File: config.mk
export PLATFORM = sky130hd
export DESIGN_NAME = aes_shift_rows_pipe
export DESIGN_NICKNAME = d
export VERILOG_FILES = /design/src/rtl/aes_shift_rows_pipe.sv
export SDC_FILE = /design/constraint.sdc
export NUM_CORES = 1
export LEC_CHECK = 0
export CAP_MARGIN = 20
export CORE_AREA = 5 5 163 165
export CTS_BUF_LIST = sky130_fd_sc_hd__clkbuf_4 sky130_fd_sc_hd__clkbuf_8 sky130_fd_sc_hd__clkbuf_16
export DETAILED_ROUTE_END_ITERATION = 10
export DIE_AREA = 0 0 168 170
export PLACE_DENSITY = 0.82
export SLEW_MARGIN = 20
export SYNTH_ARGS = -nofsm -noshare
export SYNTH_HDL_FRONTEND = slang
export SYNTH_SLANG_ARGS = --single-unit
File: constraint.sdc
create_clock -name clk -period 1.7 [get_ports clk]
set_clock_uncertainty 0.2 [all_clocks]
set_input_delay 0.34 -clock clk [delete_from_list [all_inputs] [get_ports clk]]
set_output_delay 0.34 -clock clk [all_outputs]
set_load 0.02 [all_outputs]
File: src/rtl/aes_shift_rows_pipe.sv
// aes_shift_rows_pipe: pipelined Rijndael ShiftRows/InvShiftRows with valid/ready; macro SHIFT_ROWS_INV_EN adds the inverse path
module aes_shift_rows_pipe #(
    parameter int NB     = 4,
    parameter int STAGES = 2,
    parameter int TAG_W  = 4
) (
    input  logic                clk,
    input  logic                rst_n,
    input  logic                in_valid,
    output logic                in_ready,
    input  logic                in_inv,
    input  logic [32*NB-1:0]    in_state,
    input  logic [TAG_W-1:0]    in_tag,
    output logic                out_valid,
    input  logic                out_ready,
    output logic [32*NB-1:0]    out_state,
    output logic [TAG_W-1:0]    out_tag,
    output logic                busy,
    output logic [15:0]         beat_cnt
);
    localparam int W = 32 * NB;

    if (!(NB == 4 || NB == 6 || NB == 8)) begin : g_bad_nb
        $error("aes_shift_rows_pipe: NB must be 4, 6 or 8");
    end
    if (STAGES < 1 || STAGES > 3) begin : g_bad_stages
        $error("aes_shift_rows_pipe: STAGES must be 1..3");
    end

    logic [W-1:0]      w_fwd;
    logic [W-1:0]      w_perm;
    logic [STAGES-1:0] r_v;
    logic [STAGES-1:0] w_rdy;
    logic [STAGES-1:0] w_up_v;
    logic [W-1:0]      r_d    [STAGES];
    logic [TAG_W-1:0]  r_t    [STAGES];
    logic [W-1:0]      w_up_d [STAGES];
    logic [TAG_W-1:0]  w_up_t [STAGES];
    logic [15:0]       r_cnt;

`ifdef SHIFT_ROWS_INV_EN
    logic [W-1:0] w_inv;
`else
    logic w_unused_inv;
    assign w_unused_inv = in_inv;
`endif

    // Byte k sits at row k%4, column k/4; each output byte is wired to its source byte.
    for (genvar k = 0; k < 4 * NB; k++) begin : g_byte
        localparam int R   = k % 4;
        localparam int C   = k / 4;
        localparam int OFF = (NB == 8 && R >= 2) ? R + 1 : R;
        localparam int FS  = 4 * ((C + OFF) % NB) + R;
        assign w_fwd[W-1-8*k -: 8] = in_state[W-1-8*FS -: 8];
`ifdef SHIFT_ROWS_INV_EN
        localparam int IS  = 4 * ((C + NB - OFF) % NB) + R;
        assign w_inv[W-1-8*k -: 8] = in_state[W-1-8*IS -: 8];
`endif
    end

`ifdef SHIFT_ROWS_INV_EN
    assign w_perm = in_inv ? w_inv : w_fwd;
`else
    assign w_perm = w_fwd;
`endif

    // Upstream view of each stage: the permuted input for stage 1, the previous stage otherwise.
    always_comb begin
        w_up_v    = '0;
        w_up_v[0] = in_valid;
        w_up_d[0] = w_perm;
        w_up_t[0] = in_tag;
        for (int s = 1; s < STAGES; s++) begin
            w_up_v[s] = r_v[s-1];
            w_up_d[s] = r_d[s-1];
            w_up_t[s] = r_t[s-1];
        end
    end

    // A stage can load when downstream accepts or any stage from it to the output is empty.
    always_comb begin
        logic acc;
        acc   = out_ready;
        w_rdy = '0;
        for (int s = STAGES - 1; s >= 0; s--) begin
            acc      = acc | !r_v[s];
            w_rdy[s] = acc;
        end
    end

    // Elastic stage registers and the output handshake counter.
    always_ff @(posedge clk or negedge rst_n) begin
        if (!rst_n) begin
            r_v   <= '0;
            r_cnt <= '0;
            for (int s = 0; s < STAGES; s++) begin
                r_d[s] <= '0;
                r_t[s] <= '0;
            end
        end else begin
            for (int s = 0; s < STAGES; s++) begin
                if (w_rdy[s]) begin
                    r_v[s] <= w_up_v[s];
                    if (w_up_v[s]) begin
                        r_d[s] <= w_up_d[s];
                        r_t[s] <= w_up_t[s];
                    end
                end
            end
            if (out_valid && out_ready) r_cnt <= r_cnt + 16'd1;
        end
    end

    assign in_ready  = w_rdy[0];
    assign out_valid = r_v[STAGES-1];
    assign out_state = r_d[STAGES-1];
    assign out_tag   = r_t[STAGES-1];
    assign busy      = |r_v;
    assign beat_cnt  = r_cnt;
endmodule

==> results.cfg, run 1 <==
[cts]
cts_tree = done
numCtsBuffers = 29
cts.sinks = 282
cts_max_level = 1
insertion_delay_ps = 530
cts-root-buf = clkbuf_16
clk_pin_slew_ps = 60
clk_path_buf_depth = 3

[outcome]
failed_checks = negative setup slack
status = finished with violations

[run]
max_cap_viol_count = 0

[worst_setup_path]
cp.required_ps = 1160
endpoint_kind = output pin
path_max_fanout = 3
critical_path_class = register to output pin
startpoint_type = register
worstPathArrival_ps = 1340

[grt]
grt_usage_pct = 18.0
globalRouteOverflowTotal = 0
grt_max_degree = 75
antenna_found_initial = 0
grt_pass1_vias = 7209
grt_pass1_wl_um = 41500

[sta]
hold_slack_ps = 68.9
rsz0062_at_grt = yes
fmax_mhz = 531
report.final.setup_viol = 19
min_period_ps = 1880
slew_viol_final = 0
hold_viol_final = 0
final.setup.worst_slack_ps = -182
worst_pin_slew_ps = 776
max-slew-margin-rel_pct = 48.2
period_share_pct = 111

[floorplan]
die_w_um = 168
initial_utilization_pct = 49.4
die_area_um2 = 28600
die_y_um = 170
core_um2 = 24900
rows = 58
io_pins = 288

[yosys]
synth_most_common_cell = dfrtp_1
synthesis.nets = 894
syn-mean-instance-area_um2 = 16.3
synth_cell_type_count = 22
synthTopCellsByCount = dfrtp_1, mux2_4, buf_4, mux2_2, xnor2_1
synth_edf_count = 0
syn-cell-area_um2 = 12300
async_flop_share_pct = 100
synth-warning-count = 0
syn_inst = 756
yosysTopAreaCell = dfrtp_1
yosysTopAreaCellShare_pct = 57.4
synth.yosys.seq_area_share_pct = 57.4
synth-seq-cells = 282
netlist_top_cells_area = dfrtp_1, mux2_4, mux2_2, buf_4, buf_12
synth-main-ff-cell = dfrtp_1

[placement]
dpl-instance-area_um2 = 14800
port_buffers = 286
hpwl_um = 18600
place.gp.congestion = 0.764

[detailed_routing]
dr.pass1.iters = 4
met2WireLength_um = 12500
vias_per_cell = 4.86
wl_um = 26800
drc = 0
wl_met3_um = 2700
met1Wirelength_um = 11300
ant_nets = 0
vias = 6449
top_layer_used = met4
wl_per_cell_um = 20.2
drt_iter0_drc = 306

[power]
p_leak_nw = 7.35
ir_drop_mv = 1.16
p_per_area_nw_per_um2 = 1400

[layout]
area_growth_pct = 25.3
fillCellCount = 1859
drive_above_1_share_pct = 54.3
diodes = 0
design_area_um2 = 15400
final_nets = 1112

[hold_path]
hold_class = input pin to async pin
-- power by group --
part           leakage, nW  internal, mW  switching [mW]  total, mW
Sequential            3.32          8.09           0.838       8.93
Clock                0.536          4.46            2.63       7.09
Combinational         3.49          2.82            2.67       5.49
Total                 7.35          15.4            6.14       21.5
-- final timing paths --
path,start,endpoint,slack (ps),cells past startpoint
setup / recovery,r_v[0],busy,-180,2
hold / removal,rst_n,r_d[228],70,2
setup reg to reg,r_v[1],out_state[91],-10,4
hold reg to reg,beat_cnt[15],beat_cnt[15],270,1
max in group asynchronous,rst_n,r_d[169],570,3
min in group clk,in_state[30],r_d[158],210,2
-- sequential cells by signal, summed over array words and instances (netlist names) --
| signal | count |
|---|---|
| r_d | 128 |
| out_state | 128 |
| beat_cnt | 16 |
| out_tag | 4 |
| r_t | 4 |
| r_v | 2 |
-- cells in the final DEF, fill, tap and decap left out, drive strengths merged --
| master | n |
|---|---|
| dfrtp | 282 |
| nand3 | 7 |
| nand3b | 1 |
| nor3 | 2 |
| clkdlybuf4s50 | 133 |
| bufinv | 7 |
| clkinvlp | 2 |
| nand2b | 3 |
| nand2 | 11 |
| dlygate4sd3 | 1 |
| buf | 208 |
| clkbuf | 38 |
| nand4 | 3 |
| mux2 | 265 |
| clkinv | 7 |
| nor2 | 6 |
| dlymetal6s2s | 1 |
| xor2 | 4 |
| ha | 1 |
| xnor2 | 11 |
| inv | 2 |
| or2 | 1 |
-- per-stage QoR --
step	utilization (%)	cells	setup TNS [ps]	total power [mW]	setup WS (ps)
detailed placement	59.3	1256	-128560	15.2	-541
finish	61.9	1326	-410	21.5	-182
global placement	59.3	1256	-121540	15.1	-540
floorplan	-	756	0	13.4	27.3
CTS	61.0	1319	-1490	21.7	-219
global route	61.9	1326	-4460	22.5	-227
-- layer usage --
metal / up-vias / GRT usage (%)
met4: 0 / 3.35
met2: 250 / 28.7
met3: 31 / 7.13
li1: 2886 / -
met5: - / 0
met1: 3282 / 23.8
-- area by class of cell --
cell class | instances | area (µm²) | area share [%]
clock buffer | 36 | 816 | 5.30
clock inverter | 17 | 273 | 1.77
inverter | 1 | 3.75 | 0.0244
multi-input combinational | 315 | 4010 | 26.1
sequential | 282 | 7060 | 45.8
tap | 330 | 413 | 2.68
timing repair buffer | 345 | 2830 | 18.4
-- critical path: stages (launching register included) --
cell,delay [ps]
dfrtp_1,420
or2_4,270
buf_6,130
-- timing repair --
item / in CTS / in global routing
gates cloned: 0 / 4
buffers inserted: 9 / 3
hold buffers: 1 / 0
gates resized for setup: 618 / 26
pin swaps: 2 / 4
setup endpoints to repair: 186 / 155
hold endpoints to repair: 282 / 0
-- kinds of logic after synthesis --
| family | share of synthesized area (%) |
|---|---|
| and+or+nand+nor | 1.39 |
| adders and majority gates | 0.102 |
| muxes | 29.2 |
| buffers and inverters | 10.9 |
| xor gates and xnor gates | 1.07 |
| DFF | 57.4 |
No activity file was read; power rests on OpenSTA's default activity.
==> run 2: changes to the inputs <==
Settings changed: CTS_BUF_LIST sky130_fd_sc_hd__clkbuf_4 sky130_fd_sc_hd__clkbuf_8 sky130_fd_sc_hd__clkbuf_16 to unset.
==> run 2 against run 1 <==
The run still ends with negative setup slack left. Count of clock-buffer cells in the layout did not move. Highest routed layer unchanged. Global-route usage barely moved. Critical path type unchanged. Final area rose by 0.12%.
==> results.cfg, run 2 (same netlist as run 1, synthesis figures left out) <==
[detailed_routing]
dr.pass1.iters = 4
vias_per_cell = 4.86
wl_um = 27100
drt_iter0_drc = 246
vias = 6443
wl_per_cell_um = 20.4
ant_nets = 0
drc = 0

[worst_setup_path]
critPathLaunch = r_v[1]
r2r_cells = 6
critical_path_class = register to output pin
startpoint_type = register
cp.required_ps = 1160
worstPathArrival_ps = 1340
worstPathCellList = or2_4 -> buf_6
endpoint_kind = output pin
crit_cells = 2
reg2reg_from = r_v[0]
r2r_setup_slack_ps = -80
path_max_fanout = 4
max_stage_delay_ps = 440
crit_end = busy
reg2reg_to = r_d[242]
critPathTopFamily = flip-flops
critPathBufInv = 1
cp_slowest_cell = dfrtp_2

[floorplan]
core_um2 = 24900
die_area_um2 = 28600
io_pins = 288
rows = 58
die_y_um = 170
initial_utilization_pct = 49.4
die_w_um = 168

[layout]
diodes = 0
fillCellCount = 1841
area_growth_pct = 25.4
multi_input_area_um2 = 4010
regArea_um2 = 7060
design_area_um2 = 15400
final_common_cell = dfrtp_1
final_nets = 1112
layout_common_cells = dfrtp_1, mux2_4, buf_2, clkdlybuf4s50_1, mux2_2
postLayoutCoreUtil_pct = 62.0
final_cells = 1326
drive_above_1_share_pct = 54.2

[sta]
tns_ps = -5410
report.final.setup_viol = 157
hold_viol_final = 0
worst_pin_slew_ps = 800
final.setup.worst_slack_ps = -179
fmax_mhz = 532
rsz0062_at_grt = yes
min_period_ps = 1880
hold_slack_ps = 71.7
max-slew-margin-rel_pct = 46.6
slew_viol_final = 0
period_share_pct = 111

[placement]
place_ws_ps = -541
port_buffers = 286
dpl-instance-area_um2 = 14800
place.gp.congestion = 0.764
hpwl_um = 18600
place_inst = 1256

[grt]
grt_pass1_wl_um = 41400
globalRouteOverflowTotal = 0
grt_max_degree = 75
grt_pass1_vias = 7199
antenna_found_initial = 0
grt_usage_pct = 18.0

[cts]
numCtsBuffers = 29
clk_pin_slew_ps = 60
cts_max_level = 1
cts_tree = done
cts-root-buf = clkbuf_16
clk_path_buf_depth = 3
insertion_delay_ps = 530
cts.sinks = 282

[power]
p_per_area_nw_per_um2 = 1400
total_power_mw = 21.5
ir_drop_mv = 1.16
p_leak_nw = 7.35

[hold_path]
hold_class = input pin to async pin

[outcome]
status = finished with violations
failed_checks = negative setup slack

[run]
max_cap_viol_count = 0
## run 2: cell counts in the layout (fill, tap and decap cells not counted)
No cell type changed its count.
## run 2: timing repair
| action | in CTS | in global routing |
|---|---|---|
| setup buffers | 9 | 3 |
| pin swaps | 2 | 4 |
| hold buffers | 1 | 0 |
| gates resized for setup | 618 | 32 |
| endpoints found under the hold margin | 282 | 0 |
| setup endpoints to repair | 193 | 155 |
| cloned | 0 | 4 |
## run 2: final cells by class
class / count / share of cell area (%)
timing repair buffer: 345 / 18.5
tap: 330 / 2.68
clock inverter: 17 / 1.77
clock buffer: 36 / 5.26
multi-input combinational: 315 / 26.0
inverter: 1 / 0.0243
sequential: 282 / 45.8
## run 2: worst min-delay path by stage
stage	start	slack (ps)	endpoint
floorplan	rst_n	-160	beat_cnt[0]
finish	rst_n	70	r_d[228]
detailed placement	rst_n	20	out_state[83]
global route	rst_n	70	out_state[70]
global placement	rst_n	20	out_state[83]
CTS	rst_n	40	r_d[228]
## run 2: per-layer routing
layer | up-vias | track usage (%) | routed length [µm]
met1 | 3281 | 23.7 | 11300
met3 | 31 | 7.11 | 2710
met4 | 0 | 3.46 | 348
met5 | - | 0 | 0
met2 | 249 | 28.7 | 12700
li1 | 2882 | - | -
## run 2: power by group
part	internal, mW	switching [mW]	total, mW
logic	2.83	2.68	5.51
clock network	4.44	2.64	7.09
registers	8.09	0.836	8.93
total	15.4	6.16	21.5
==> run 3: changes to the inputs <==
Settings changed: CORE_AREA 5 5 163 165 to 4 4 162 164, DIE_AREA 0 0 168 170 to 0 0 166 168, PLACE_DENSITY 0.82 to 0.78.
==> run 3 against run 2 <==
The flow still finishes with violations (negative setup slack). Utilization grew 1.7 points. Global-route usage shrank 0.093 points. Final area grew 2.8%. Critical path depth is the same.
==> results.cfg, run 3 (same netlist as run 1, synthesis figures left out) <==
[cts]
cts.sinks = 282
cts_max_level = 1
cts-root-buf = clkbuf_16
clk_path_buf_depth = 3
cts_tree = done
insertion_delay_ps = 540
clk_pin_slew_ps = 60
numCtsBuffers = 31

[sta]
slew_viol_final = 0
final.setup.worst_slack_ps = -172
worst_pin_slew_ps = 896
tns_ps = -13080
hold_viol_final = 0
period_share_pct = 110
min_period_ps = 1870
rsz0062_at_grt = yes
fmax_mhz = 534
report.final.setup_viol = 208
max-slew-margin-rel_pct = 40.2

[layout]
area_growth_pct = 29.0
layout_common_cells = dfrtp_1, mux2_4, buf_2, clkdlybuf4s50_1, mux2_2
diodes = 0
fillCellCount = 1795
final_nets = 1135
final_common_cell = dfrtp_1
design_area_um2 = 15900
drive_above_1_share_pct = 54.5

[detailed_routing]
wl_um = 27400
vias = 6585
dr.pass1.iters = 4
drc = 0
ant_nets = 0
wl_per_cell_um = 20.3
vias_per_cell = 4.88
drt_iter0_drc = 237

[floorplan]
rows = 58
initial_utilization_pct = 49.4
die_w_um = 166
die_y_um = 168
die_area_um2 = 27900
core_um2 = 24900
io_pins = 288

[worst_setup_path]
r2r_cells = 6
worstPathCellList = or2_4 -> buf_6
endpoint_kind = output pin
path_max_fanout = 4
max_stage_delay_ps = 420
critPathBufInv = 1
reg2reg_from = r_v[1]
critical_path_class = register to output pin
crit_cells = 2
crit_end = busy
startpoint_type = register
worstPathArrival_ps = 1330
r2r_setup_slack_ps = -140
cp.required_ps = 1160
cp_slowest_cell = dfrtp_2
critPathTopFamily = flip-flops
reg2reg_to = r_d[166]
critPathLaunch = r_v[1]

[outcome]
failed_checks = negative setup slack
status = finished with violations

[grt]
grt_pass1_vias = 7171
grt_pass1_wl_um = 40600
grt_max_degree = 61
antenna_found_initial = 1
grt_usage_pct = 17.9
globalRouteOverflowTotal = 0

[power]
seqPwrFrac_pct = 40.5
switching_power_mw = 6.16
p_clk_share_pct = 33.7
switching_share_pct = 28.0
p_leak_nw = 7.61
p_int_mw = 15.9
ir_drop_mv = 0.882
p_per_area_nw_per_um2 = 1390
p_comb_share_pct = 25.8

[run]
max_cap_viol_count = 0

[placement]
port_buffers = 286
dpl-instance-area_um2 = 14800
hpwl_um = 17500
place.gp.congestion = 0.744

[hold_path]
hold_class = input pin to async pin
[run 3: final cells by class]
type / instances / area, µm² / area share (%)
Multi-Input combinational cell: 316 / 4050 / 25.6
Clock inverter: 14 / 273 / 1.72
Clock buffer: 41 / 873 / 5.51
Inverter: 1 / 3.75 / 0.0237
Tap cell: 330 / 413 / 2.60
Timing Repair Buffer: 365 / 3180 / 20.1
Sequential cell: 282 / 7060 / 44.5
[run 3: repair_timing]
item | 4_1_cts | 5_1_grt
buffers inserted | 7 | 8
hold endpoints to repair | 282 | 0
pin swaps | 3 | 1
cloned | 0 | 16
resized for setup | 616 | 51
endpoints found under the setup margin | 253 | 263
hold buffers | 1 | 0
[run 3: routing by layer]
metal / up-vias / GRT usage, % / share of wire [%]
met4: 2 / 4.30 / 2.1
met2: 255 / 28.5 / 48
met3: 47 / 6.43 / 8.4
met1: 3343 / 23.6 / 42
met5: - / 0 / 0.026
li1: 2938 / - / -
[run 3: how the worst min path moves through the flow]
stage | cells after the start | end | from
2_1_floorplan | 0 | beat_cnt[0] | rst_n
3_3_place_gp | 1 | r_d[231] | rst_n
3_5_place_dp | 1 | out_state[104] | rst_n
4_1_cts | 2 | r_d[232] | rst_n
5_1_grt | 2 | beat_cnt[10] | rst_n
6_report | 2 | out_state[104] | rst_n
[run 3: per-stage QoR]
| step | worst slack [ps] | utilization (%) | hold WS (ps) | instances | power, mW |
|---|---|---|---|---|---|
| 5_1_grt | -222 | 63.7 | 82.3 | 1349 | 23.0 |
| 6_report | -172 | 63.7 | 79.2 | 1349 | 22.0 |
| 3_3_place_gp | -536 | 59.4 | 40.8 | 1262 | 15.0 |
| 4_1_cts | -217 | 61.4 | 57.0 | 1325 | 21.9 |
| 3_5_place_dp | -550 | 59.4 | 43.8 | 1262 | 15.2 |
| 2_1_floorplan | 27.3 | - | -156 | 756 | 13.4 |
[run 3: power by group through the flow]
| stage | Combinational (mW) | Clock, mW | Sequential, mW |
|---|---|---|---|
| 6_report | 5.68 | 7.41 | 8.93 |
| 3_5_place_dp | 6.15 | 0 | 9.05 |
| 2_1_floorplan | 4.56 | 0 | 8.85 |
| 3_3_place_gp | 6.05 | 0 | 9.00 |
| 5_1_grt | 6.01 | 7.88 | 9.10 |
| 4_1_cts | 5.41 | 7.57 | 8.91 |
[run 3: worst register-to-register path, stage by stage, from the launching register on]
cell and delay, ps:
dfrtp_2 420, buf_4 150, nand3b_4 90, buf_12 170, nand2_8 140, clkbuf_16 270, mux2_4 300
